`src/rtl/bola_fisica_pkg.sv`:
```
// Shared definitions for the breakout ball engine: states, screen defaults,
// direction encoding and coordinate widths.
package bola_pkg;

  localparam int SCREEN_W_DEF = 640;
  localparam int SCREEN_H_DEF = 480;

  localparam int CW = 10;  // coordinate width on ports
  localparam int IW = 12;  // signed width used for next-position math

  localparam logic DIR_POS = 1'b1;
  localparam logic DIR_NEG = 1'b0;

  typedef enum logic [1:0] {
    ESPERA  = 2'd0,
    MOVENDO = 2'd1,
    FIM     = 2'd2
  } estado_t;

  function automatic logic signed [IW-1:0] ext(input logic [CW-1:0] v);
    return $signed({{(IW-CW){1'b0}}, v});
  endfunction

endpackage

```
`src/rtl/bola_fisica_if.sv`:
```
// Game-side bundle of the ball engine: paddle/brick/control inputs and
// the position, lives and status outputs.
interface bola_fisica_if;
  import bola_pkg::*;

  logic          pausa;
  logic          reiniciar;
  logic          lancar;
  logic [CW-1:0] raquete_x;
  logic [CW-1:0] raquete_y;
  logic [CW-1:0] raquete_larg;
  logic          colisao_bloco;
  logic [CW-1:0] x;
  logic [CW-1:0] y;
  logic [CW-1:0] raio;
  logic [2:0]    vidas;
  logic          perdeu;
  logic          fim_jogo;

  modport master (
    output pausa, reiniciar, lancar, raquete_x, raquete_y, raquete_larg, colisao_bloco,
    input  x, y, raio, vidas, perdeu, fim_jogo
  );

  modport slave (
    input  pausa, reiniciar, lancar, raquete_x, raquete_y, raquete_larg, colisao_bloco,
    output x, y, raio, vidas, perdeu, fim_jogo
  );

endinterface

```
`src/rtl/bola_fisica_divisor_tick.sv`:
```
// Free-running 0..DIV-1 counter producing a one-cycle movement enable.
// Shared by the ball, paddle and brick engines.
module divisor_tick #(
  parameter int DIV = 50000
) (
  input  logic CLOCK_50,
  input  logic reset,
  output logic tick
);

  localparam int TW = (DIV > 1) ? $clog2(DIV) : 1;

  logic [TW-1:0] r_cnt;

  always_ff @(posedge CLOCK_50 or negedge reset) begin
    if (!reset) begin
      r_cnt <= '0;
    end else if (r_cnt == TW'(DIV - 1)) begin
      r_cnt <= '0;
    end else begin
      r_cnt <= r_cnt + TW'(1);
    end
  end

  assign tick = (r_cnt == TW'(DIV - 1));

endmodule

```
`src/rtl/bola_fisica.sv`:
```
// Ball engine: moves the ball, bounces it off walls, ceiling, paddle and
// bricks, detects floor loss and keeps the life count.
//
// state   | meaning
// ESPERA  | ball parked on the paddle, waiting for lancar
// MOVENDO | ball in flight, one step per tick
// FIM     | no lives left, ball frozen until reiniciar
module bola_fisica
  import bola_pkg::*;
#(
  parameter int SCREEN_W = SCREEN_W_DEF,
  parameter int SCREEN_H = SCREEN_H_DEF,
  parameter int RAIO     = 5,
  parameter int DIV      = 50000,
  parameter int VIDAS    = 3,
  parameter int VEL_MAX  = 4,
  parameter int ACELERA  = 8
) (
  input  logic         CLOCK_50,
  input  logic         reset,
  bola_fisica_if.slave bus
);

  localparam logic [1:0] S_ESPERA  = ESPERA;
  localparam logic [1:0] S_MOVENDO = MOVENDO;
  localparam logic [1:0] S_FIM     = FIM;
  localparam int         HW        = $clog2(ACELERA + 1);

  localparam logic signed [IW-1:0] K_ZERO = '0;
  localparam logic signed [IW-1:0] K_RAIO = IW'(RAIO);
  localparam logic signed [IW-1:0] K_XMAX = IW'(SCREEN_W - 1);
  localparam logic signed [IW-1:0] K_YMAX = IW'(SCREEN_H - 1);

  logic          w_tick;
  logic [1:0]    r_estado;
  logic [CW-1:0] r_x, r_y;
  logic [3:0]    r_vel;
  logic          r_dx, r_dy;
  logic          r_perdeu;
  logic          r_bloco_pend;
  logic [2:0]    r_vidas;
  logic [HW-1:0] r_hits;

  logic signed [IW-1:0] w_x, w_y, w_vel, w_nx, w_ny, w_rx, w_ry, w_rl;
  logic [CW-1:0]        w_x_prox, w_y_prox, w_x_esp, w_y_esp;
  logic                 w_dx_prox, w_dy_prox, w_hit, w_chao, w_bloco;
  logic [2:0]           w_vidas_dec;

  divisor_tick #(.DIV(DIV)) u_tick (
    .CLOCK_50 (CLOCK_50),
    .reset    (reset),
    .tick     (w_tick)
  );

  always_comb begin
    w_x   = ext(r_x);
    w_y   = ext(r_y);
    w_rx  = ext(bus.raquete_x);
    w_ry  = ext(bus.raquete_y);
    w_rl  = ext(bus.raquete_larg);
    w_vel = $signed({{(IW-4){1'b0}}, r_vel});
    w_nx  = (r_dx == DIR_POS) ? w_x + w_vel : w_x - w_vel;
    w_ny  = (r_dy == DIR_POS) ? w_y + w_vel : w_y - w_vel;

    w_bloco = r_bloco_pend | bus.colisao_bloco;
    w_hit   = (r_dy == DIR_POS) && (w_y + K_RAIO < w_ry) && (w_ry <= w_ny + K_RAIO) &&
              (w_rx <= w_nx) && (w_nx <= w_rx + w_rl);
    w_chao  = !w_hit && (w_ny + K_RAIO >= K_YMAX);

    w_x_prox  = w_nx[CW-1:0];
    w_dx_prox = r_dx;
    if (w_nx - K_RAIO <= K_ZERO) begin
      w_x_prox  = CW'(RAIO);
      w_dx_prox = DIR_POS;
    end else if (w_nx + K_RAIO >= K_XMAX) begin
      w_x_prox  = CW'(SCREEN_W - 1 - RAIO);
      w_dx_prox = DIR_NEG;
    end

    // paddle overrides both ceiling and brick on the vertical axis
    w_y_prox  = w_ny[CW-1:0];
    w_dy_prox = r_dy;
    if (w_hit) begin
      w_y_prox  = bus.raquete_y - CW'(RAIO + 1);
      w_dy_prox = DIR_NEG;
    end else begin
      if (w_ny - K_RAIO <= K_ZERO) begin
        w_y_prox  = CW'(RAIO);
        w_dy_prox = DIR_POS;
      end
      if (w_bloco) begin
        w_dy_prox = ~w_dy_prox;
      end
    end

    w_x_esp     = bus.raquete_x + (bus.raquete_larg >> 1);
    w_y_esp     = bus.raquete_y - CW'(RAIO + 1);
    w_vidas_dec = r_vidas - 3'd1;
  end

  always_ff @(posedge CLOCK_50 or negedge reset) begin
    if (!reset) begin
      r_estado     <= S_ESPERA;
      r_vidas      <= 3'(VIDAS);
      r_vel        <= 4'd1;
      r_dx         <= DIR_POS;
      r_dy         <= DIR_NEG;
      r_x          <= CW'(SCREEN_W / 2);
      r_y          <= CW'(SCREEN_H - 40);
      r_perdeu     <= 1'b0;
      r_bloco_pend <= 1'b0;
      r_hits       <= '0;
    end else begin
      r_perdeu <= 1'b0;
      if (bus.colisao_bloco) begin
        r_bloco_pend <= 1'b1;
      end
      if (bus.reiniciar) begin
        r_estado     <= S_ESPERA;
        r_vidas      <= 3'(VIDAS);
        r_vel        <= 4'd1;
        r_dx         <= DIR_POS;
        r_dy         <= DIR_NEG;
        r_hits       <= '0;
        r_bloco_pend <= 1'b0;
      end else begin
        case (r_estado)
          S_ESPERA: begin
            r_x <= w_x_esp;
            r_y <= w_y_esp;
            if (bus.lancar && !bus.pausa) begin
              r_estado <= S_MOVENDO;
              r_dx     <= DIR_POS;
              r_dy     <= DIR_NEG;
            end
          end
          S_MOVENDO: begin
            if (w_tick && !bus.pausa) begin
              r_bloco_pend <= 1'b0;
              r_x          <= w_x_prox;
              r_y          <= w_y_prox;
              r_dx         <= w_dx_prox;
              r_dy         <= w_dy_prox;
              if (w_hit) begin
                if (r_hits == HW'(ACELERA - 1)) begin
                  r_hits <= '0;
                  r_vel  <= (r_vel < 4'(VEL_MAX)) ? r_vel + 4'd1 : r_vel;
                end else begin
                  r_hits <= r_hits + HW'(1);
                end
              end
              if (w_chao) begin
                r_perdeu <= 1'b1;
                r_vidas  <= w_vidas_dec;
                r_estado <= (w_vidas_dec != 3'd0) ? S_ESPERA : S_FIM;
              end
            end
          end
          S_FIM: ;
          default: r_estado <= S_ESPERA;
        endcase
      end
    end
  end

  assign bus.x        = r_x;
  assign bus.y        = r_y;
  assign bus.raio     = CW'(RAIO);
  assign bus.vidas    = r_vidas;
  assign bus.perdeu   = r_perdeu;
  assign bus.fim_jogo = (r_estado == S_FIM);

endmodule

```
`src/flat_wrapper.sv`:
```
// flat-port wrapper written by rule: the top's interface ports become plain ports
module bola_fisica_flat import bola_pkg::*;
#(
  parameter int SCREEN_W = SCREEN_W_DEF,
  parameter int SCREEN_H = SCREEN_H_DEF,
  parameter int RAIO     = 5,
  parameter int DIV      = 50000,
  parameter int VIDAS    = 3,
  parameter int VEL_MAX  = 4,
  parameter int ACELERA  = 8
)
  (CLOCK_50, reset, bus_pausa, bus_reiniciar, bus_lancar, bus_raquete_x, bus_raquete_y, bus_raquete_larg, bus_colisao_bloco, bus_x, bus_y, bus_raio, bus_vidas, bus_perdeu, bus_fim_jogo);
  bola_fisica_if bus_i ();
  input  logic CLOCK_50;
  input  logic reset;
  input wire logic [$bits(bus_i.pausa)-1:0] bus_pausa;
  input wire logic [$bits(bus_i.reiniciar)-1:0] bus_reiniciar;
  input wire logic [$bits(bus_i.lancar)-1:0] bus_lancar;
  input wire logic [$bits(bus_i.raquete_x)-1:0] bus_raquete_x;
  input wire logic [$bits(bus_i.raquete_y)-1:0] bus_raquete_y;
  input wire logic [$bits(bus_i.raquete_larg)-1:0] bus_raquete_larg;
  input wire logic [$bits(bus_i.colisao_bloco)-1:0] bus_colisao_bloco;
  output wire logic [$bits(bus_i.x)-1:0] bus_x;
  output wire logic [$bits(bus_i.y)-1:0] bus_y;
  output wire logic [$bits(bus_i.raio)-1:0] bus_raio;
  output wire logic [$bits(bus_i.vidas)-1:0] bus_vidas;
  output wire logic [$bits(bus_i.perdeu)-1:0] bus_perdeu;
  output wire logic [$bits(bus_i.fim_jogo)-1:0] bus_fim_jogo;
  assign bus_i.pausa = bus_pausa;
  assign bus_i.reiniciar = bus_reiniciar;
  assign bus_i.lancar = bus_lancar;
  assign bus_i.raquete_x = bus_raquete_x;
  assign bus_i.raquete_y = bus_raquete_y;
  assign bus_i.raquete_larg = bus_raquete_larg;
  assign bus_i.colisao_bloco = bus_colisao_bloco;
  assign bus_x = bus_i.x;
  assign bus_y = bus_i.y;
  assign bus_raio = bus_i.raio;
  assign bus_vidas = bus_i.vidas;
  assign bus_perdeu = bus_i.perdeu;
  assign bus_fim_jogo = bus_i.fim_jogo;
  bola_fisica #(.SCREEN_W(SCREEN_W), .SCREEN_H(SCREEN_H), .RAIO(RAIO), .DIV(DIV), .VIDAS(VIDAS), .VEL_MAX(VEL_MAX), .ACELERA(ACELERA)) u_core (.CLOCK_50(CLOCK_50), .reset(reset), .bus(bus_i));
endmodule
```
`config.mk`:
```
export PLATFORM = sky130hd
export DESIGN_NAME = bola_fisica_flat
export DESIGN_NICKNAME = d
export VERILOG_FILES = /design/src/rtl/bola_fisica_pkg.sv /design/src/rtl/bola_fisica_if.sv /design/src/rtl/bola_fisica_divisor_tick.sv /design/src/rtl/bola_fisica.sv /design/src/flat_wrapper.sv
export SDC_FILE = /design/constraint.sdc
export NUM_CORES = 1
export LEC_CHECK = 0
export CAP_MARGIN = 25
export CORE_MARGIN = 8
export CORE_UTILIZATION = 31
export DETAILED_ROUTE_END_ITERATION = 6
export GPL_TIMING_DRIVEN = 0
export PLACE_DENSITY_LB_ADDON = 0.2
export SYNTH_ARGS = -nofsm -noshare
export SYNTH_HDL_FRONTEND = slang
export SYNTH_SLANG_ARGS = --single-unit
```
`constraint.sdc`:
```
create_clock -name CLOCK_50 -period 5.1 [get_ports CLOCK_50]
set_clock_uncertainty 0.05 [all_clocks]
set_input_delay 1.53 -clock CLOCK_50 [delete_from_list [all_inputs] [get_ports CLOCK_50]]
set_output_delay 1.53 -clock CLOCK_50 [all_outputs]
set_load 0.02 [all_outputs]
```
After elaboration in Yosys (flattened, before gate mapping) --
Cells that the tools add are included.
Storage, ports and cells: register bits 53, output and inout bits 35, word-level logic and storage cells 129, bits of input ports 36
Operators by class: order comparisons 9, bitwise operators 3, reduce and logical (&&, ||, !) cells 26, eq/ne operators 10, mux-type cells 54, $add $sub $neg 16
Operators with widths (count):
- 10-bit two-way mux | 6
- 4-bit two-way mux | 11
- 10-bit case mux with 2 select lines | 2
- 12-bit by 4-bit adder with 12-bit output, second input constant | 2
- 11-bit by 12-bit less-or-equal comparator with 1-bit output | 2
- 12-bit by 1-bit less-or-equal comparator with 1-bit output, second input constant | 2
- 12-bit two-way mux | 2
- 12-bit by 4-bit subtractor with 12-bit output, second input constant | 2
- 10-bit by 4-bit adder with 11-bit output | 2
- 10-bit by 4-bit subtractor with 11-bit output | 2
- 1-bit two-way mux | 20
- 16-bit by 1-bit adder with 16-bit output, second input constant | 1
- 16-bit == test, second input constant | 1
- 16-bit two-way mux | 1
- 2-bit nonzero test | 7
- 12-bit by 10-bit >= comparator with 1-bit output, second input constant | 1
- 12-bit by 11-bit >= comparator with 1-bit output, second input constant | 1
- 12-bit less-or-equal comparator | 1
- 12-bit by 11-bit < comparator with 1-bit output | 1
- 3-bit two-way mux | 4
- 3-bit AND reduction | 4
- 10-bit by 10-bit adder with 11-bit output | 1
- 10-bit by 3-bit adder with 11-bit output, second input constant | 1
- 10-bit by 9-bit adder with 10-bit output | 1
- 22 further kinds | 40

Depth between registers and ports, before layout --
depth after elaboration 14, mapped depth 22, gate-level depth less buffers 21

Modules after synthesis --
From an unflattened synthesis, not the netlist that was laid out.
Unflattened totals: cells, all modules 735, area, all modules 6185.9 um^2
By module, submodules not included:
- bola_fisica | sequential area each 939.7 um^2, instances 1, area each 5424.0 um^2, cells an instance 668
- divisor_tick | sequential area each 400.4 um^2, instances 1, area each 762.0 um^2, cells an instance 67

Least setup slack after synthesis --
Ideal clock, no wire load.
kind input to register, from in bus_raquete_larg[0], to reg u_core.r_hits[2], path slack -0.312 ns, buffers on the path 1, required time 4.918 ns, stages on the path 21, arrival 5.230 ns, setup time 0.132 ns, cell sequence ha_1 > fa_1 > a21oi_1 > nor2_1 > nor2_1 > nor2b_1 > o21ai_0 > a21oi_1 > o21a_1 > nor2_1 > xnor2_1 > ha_1 > a21o_1 > a2111oi_0 > o31ai_1 > a221oi_1 > nand4_2 > buf_2 > nor3_2 > xnor2_1 > nor2_1
On the way: cells in the longest elaborated chain, start to end 5
RTL lines:
- from (decl) | RTL line flat_wrapper.sv:21 | input wire logic [$bits(bus_i.raquete_larg)-1:0] bus_raquete_larg;
- 10-bit by 10-bit adder with 11-bit output | RTL line bola_fisica.sv:67 | (w_rx <= w_nx) && (w_nx <= w_rx + w_rl);
- 12-bit less-or-equal comparator | RTL line bola_fisica.sv:67
- 1-bit logical AND | RTL line bola_fisica.sv:67
- 2-bit nonzero test (no line)
- 3-bit AND reduction (no line)
- to (signal assigned) | RTL line bola_fisica.sv:149 | r_hits <= r_hits + HW'(1);
- to (decl) | RTL line bola_fisica.sv:42 | logic [HW-1:0] r_hits;
Every way passes these cells. A chain may end at the register's enable or synchronous reset.

Worst setup path in the final report --
from in bus_raquete_x[0], to reg u_core.r_vel[1]
On the way: cells in the longest elaborated chain, start to end 5, elaborated cells on any way between the ends 7, those cells by class add/sub: 1; order compare: 2; reduce/logical: 4
RTL lines:
- from (decl) | RTL line flat_wrapper.sv:19 | input wire logic [$bits(bus_i.raquete_x)-1:0] bus_raquete_x;
- 10-bit by 10-bit adder with 11-bit output / 11-bit by 12-bit less-or-equal comparator with 1-bit output (equally long branches) | RTL line bola_fisica.sv:67
- 12-bit less-or-equal comparator / 1-bit logical AND (equally long branches) | RTL line bola_fisica.sv:67, bola_fisica.sv:66
- 1-bit logical AND (*) | RTL line bola_fisica.sv:67
- 2-bit nonzero test (no line) (*)
- 5-bit AND reduction (no line) (*)
- to (signal assigned) | RTL line bola_fisica.sv:147 | r_vel <= (r_vel < 4'(VEL_MAX)) ? r_vel + 4'd1 : r_vel;
- to (decl) | RTL line bola_fisica.sv:37 | logic [3:0] r_vel;
Mark *: on every way between the ends. The rest lies on a longest branch, timed or not.

==> impl_metrics.tcl <==
set metrics [dict create \
    synth_adder_area_share_pct 19.1 \
    internal_power_mw 1.30 \
    fin_util_pct 39.3 \
    worst_slew_pin_slew_ns 0.950 \
    finalCriticalPeriod_ns 5.26 \
    finalSetupViolCount 20 \
    fmax_mhz 190 \
    cts_sinks 53 \
    synth_seq_cells 53 \
    cp-startpoint "bus_raquete_x[0]" \
    grt_max_degree 36 \
    drv_cap 0 \
    globalRouteOverflowTotal 0 \
    synth-xor-area-share_pct 8.96 \
    switching_share_pct 44.3 \
    relSlewSlack_pct 36.2 \
    antenna_found_initial 0 \
    routedWlPerCell_um 16.7 \
    cts_tree "done" \
    initial_core_util_pct 31.2 \
    synth_cells 751 \
    vdd.ir_drop.worst_mv 0.131 \
    required_ns 5.21 \
    fin_crit_sh_pct 103 \
    grtUsageTotal_pct 15.0 \
    clkTransAtPathRegs_ns 0.07 \
    clock_power_share_pct 17.8 \
    cts_root_buffer "clkbuf_16" \
    vias 5740 \
    first_pass_iters 5 \
    yosysWarnings 0 \
    syn2layout_area_growth_pct 26.0 \
    violations "setup timing" \
    rsz0062_at_grt "yes" \
    gp_congestion 0.842 \
    vias_per_cell 5.14 \
    dpl_cell_area_mm2 0.00728 \
    status "finished with violations" \
    power_frac_seq_pct 23.1 \
    syn-mean-instance-area_um2 8.33 \
    synth_top_family_by_area "simple AND/OR/NAND/NOR gates" \
    setup_slack_ns -0.156 \
    ctsHoldBuffers 0 \
    final_area_mm2 0.00788 \
    muxShareOfSynthArea_pct 1.30 \
    yosysSeqAreaShare_pct 21.4 \
    rows 52 \
    layout_common_cells "84 x ha_1, 64 x nor2_1, 58 x inv_1" \
    cp_max_fo 4 \
    die_y_um 158 \
    yosys_most_used_dff "dfrtp_1" \
    finalHoldViolations 0 \
    wl_um 18600 \
    grt_pass1_vias 5602 \
    antenna_left 0 \
    grt_pass1_wl_um 29800 \
    report.final.slew_viol_count 0 \
    antennaDiodeCount 0 \
    synth.cell_area_mm2 0.00626 \
    nNetsFinal 973 \
    endpoint_kind "flop" \
    drcViolationCount 0 \
    p_per_area_mw_per_mm2 295 \
    arrival_ns 5.37 \
    dp_slack_ns -1.35 \
    synth-compound-area-share_pct 20.1 \
    hold_class "flop to flop" \
    total_leakage_power_nw 3.53 \
    max-clock-path-buffers 2 \
    coreArea_mm2 0.0200 \
    p_switching_mw 1.03 \
    hp-start "u_core.u_tick.r_cnt[0]" \
    io_pins 71 \
    synth-simple-area-share_pct 22.5 \
    layout_commonest_cell "ha_1" \
    critPathKind "primary input to flop" \
    ys_types 77 \
    power_frac_comb_pct 59.1 \
    numCtsBuffers 5 \
    die-area_mm2 0.0250 \
    synth-edff-count 0 \
    ctsHtreeMaxLevel 2 \
    crit_path_start_kind "primary input" \
    io_buffer_count 59 \
    hpwl_um 14600 \
    worstReg2RegStart "u_core.r_vel[0]" \
    die_x_um 158 \
    clock_latency_ns 0.30 \
    synthArstFlopShare_pct 100 \
    drt-initial-drc-count 405 \
    drive_gt1_share_pct 13.6 \
]
==> final timing paths <==
path | end | slack, ns | depth (start not counted)
min reg2reg | u_core.u_tick.r_cnt[0] | 0.40 | 1
max | u_core.r_vel[1] | -0.16 | 23
min | u_core.u_tick.r_cnt[0] | 0.40 | 1
max reg2reg | u_core.bus.y[6] | -0.15 | 19
max in group asynchronous | u_core.bus.x[6] | 3.26 | 2
min in group asynchronous | u_core.u_tick.r_cnt[15] | 1.12 | 1
==> critical path: stages <==
cell,delay [ns]
buf_8,0.10
ha_4,0.15
fa_2,0.37
a21oi_2,0.13
nor2_1,0.06
nor2_1,0.14
nor2b_1,0.08
o21ai_2,0.17
a21oi_2,0.08
o21a_1,0.20
nor2_4,0.14
xnor2_2,0.07
ha_1,0.32
a21o_1,0.19
a2111oi_4,0.27
o31ai_1,0.13
a221oi_2,0.27
buf_4,0.18
nand4_4,0.16
buf_12,0.20
nor3_4,0.16
mux2i_1,0.21
nor2_1,0.05
==> stage by stage <==
stage                     cells  TNS (ns)  hold slack, ns  power, mW
after floorplan             759   -0.0345           0.375       1.44
after global placement     1088    -28.59           0.397       1.83
after CTS                  1109     -4.18           0.406       2.29
after global routing       1116     -8.43           0.421       2.52
after detailed placement   1089    -28.78           0.396       1.83
final                      1116     -1.66           0.405       2.32
==> final cells by class <==
class | count | area [um^2]
multi-input combinational | 614 | 4790
buffer | 31 | 193
clock buffer | 5 | 125
clock inverter | 3 | 50.0
sequential | 53 | 1340
fill | 2085 | 12200
timing repair buffer | 79 | 820
inverter | 61 | 229
tap | 270 | 338
==> routing by layer <==
layer | wire length, um | global-route usage [%] | vias to the layer above
li1 | - | - | 2894
met1 | 8620 | 20.1 | 2694
met2 | 8720 | 24.7 | 137
met3 | 1100 | 3.08 | 15
met4 | 195 | 2.38 | 0
met5 | 0 | 0 | -
==> Yosys cell counts, types with 4 or more instances <==
master	count	area share, %
ha_1	86	17
nor2_1	67	4.0
inv_1	60	3.6
dfrtp_1	42	17
xnor2_1	41	5.7
nand2_1	40	2.4
a21oi_1	38	3.0
o21ai_0	24	1.9
xor2_1	23	3.2
nor2b_1	22	2.2
nor3_1	21	1.7
nand4_1	19	1.9
a21o_1	18	2.2
nand3_1	17	1.4
clkbuf_1	16	0.96
and3_1	15	1.5
nand2b_1	13	1.3
dfstp_2	11	4.6
a31oi_1	10	1.0
buf_4	10	1.2
and2_1	8	0.80
nor4_1	8	0.80
or4_1	8	0.96
mux2i_1	7	1.1
o21a_1	7	0.84
o31ai_1	7	0.84
or3_1	7	0.70
fa_1	6	1.9
o21bai_1	6	0.72
a211o_1	5	0.70
a221o_1	5	0.80
a211oi_1	4	0.48
a32oi_1	4	0.56
==> cell families (layout without fill, tap and decap cells) <==
family | after synthesis | count (layout)
and+or+nand+nor | 264 | 264
AOI/OAI and AO/OA | 176 | 176
adders and majority gates | 92 | 92
buffers and inverters | 92 | 179
xor gates and xnor gates | 64 | 64
DFF | 53 | 53
muxes | 8 | 8
other | 2 | 10
==> state kept, by name, indices dropped and copies added (netlist names) <==
name,flops
u_core.u_tick.r_cnt,16
u_core.bus.perdeu,1
u_core.r_estado,2
u_core.bus.y,10
u_core.r_vel,4
u_core.r_bloco_pend,1
u_core.r_dy,1
u_core.r_hits,4
u_core.bus.x,10
u_core.r_dx,1
u_core.bus.vidas,3
==> power groups by stage <==
stage	sequential (mW)	combinational, mW	clock (mW)
after floorplan	0.571	0.868	0
after global placement	0.547	1.29	0
after detailed placement	0.546	1.29	0
after CTS	0.538	1.33	0.423
after global routing	0.546	1.54	0.436
final	0.537	1.37	0.413
==> timing repair <==
| item | 4_1_cts | 5_1_grt |
|---|---|---|
| setup endpoints to repair | 24 | 24 |
| cloned | 2 | 0 |
| pin swaps | 29 | 29 |
| buffers inserted | 10 | 7 |
| resized for setup | 45 | 23 |
No activity file was read; power rests on OpenSTA's default activity.
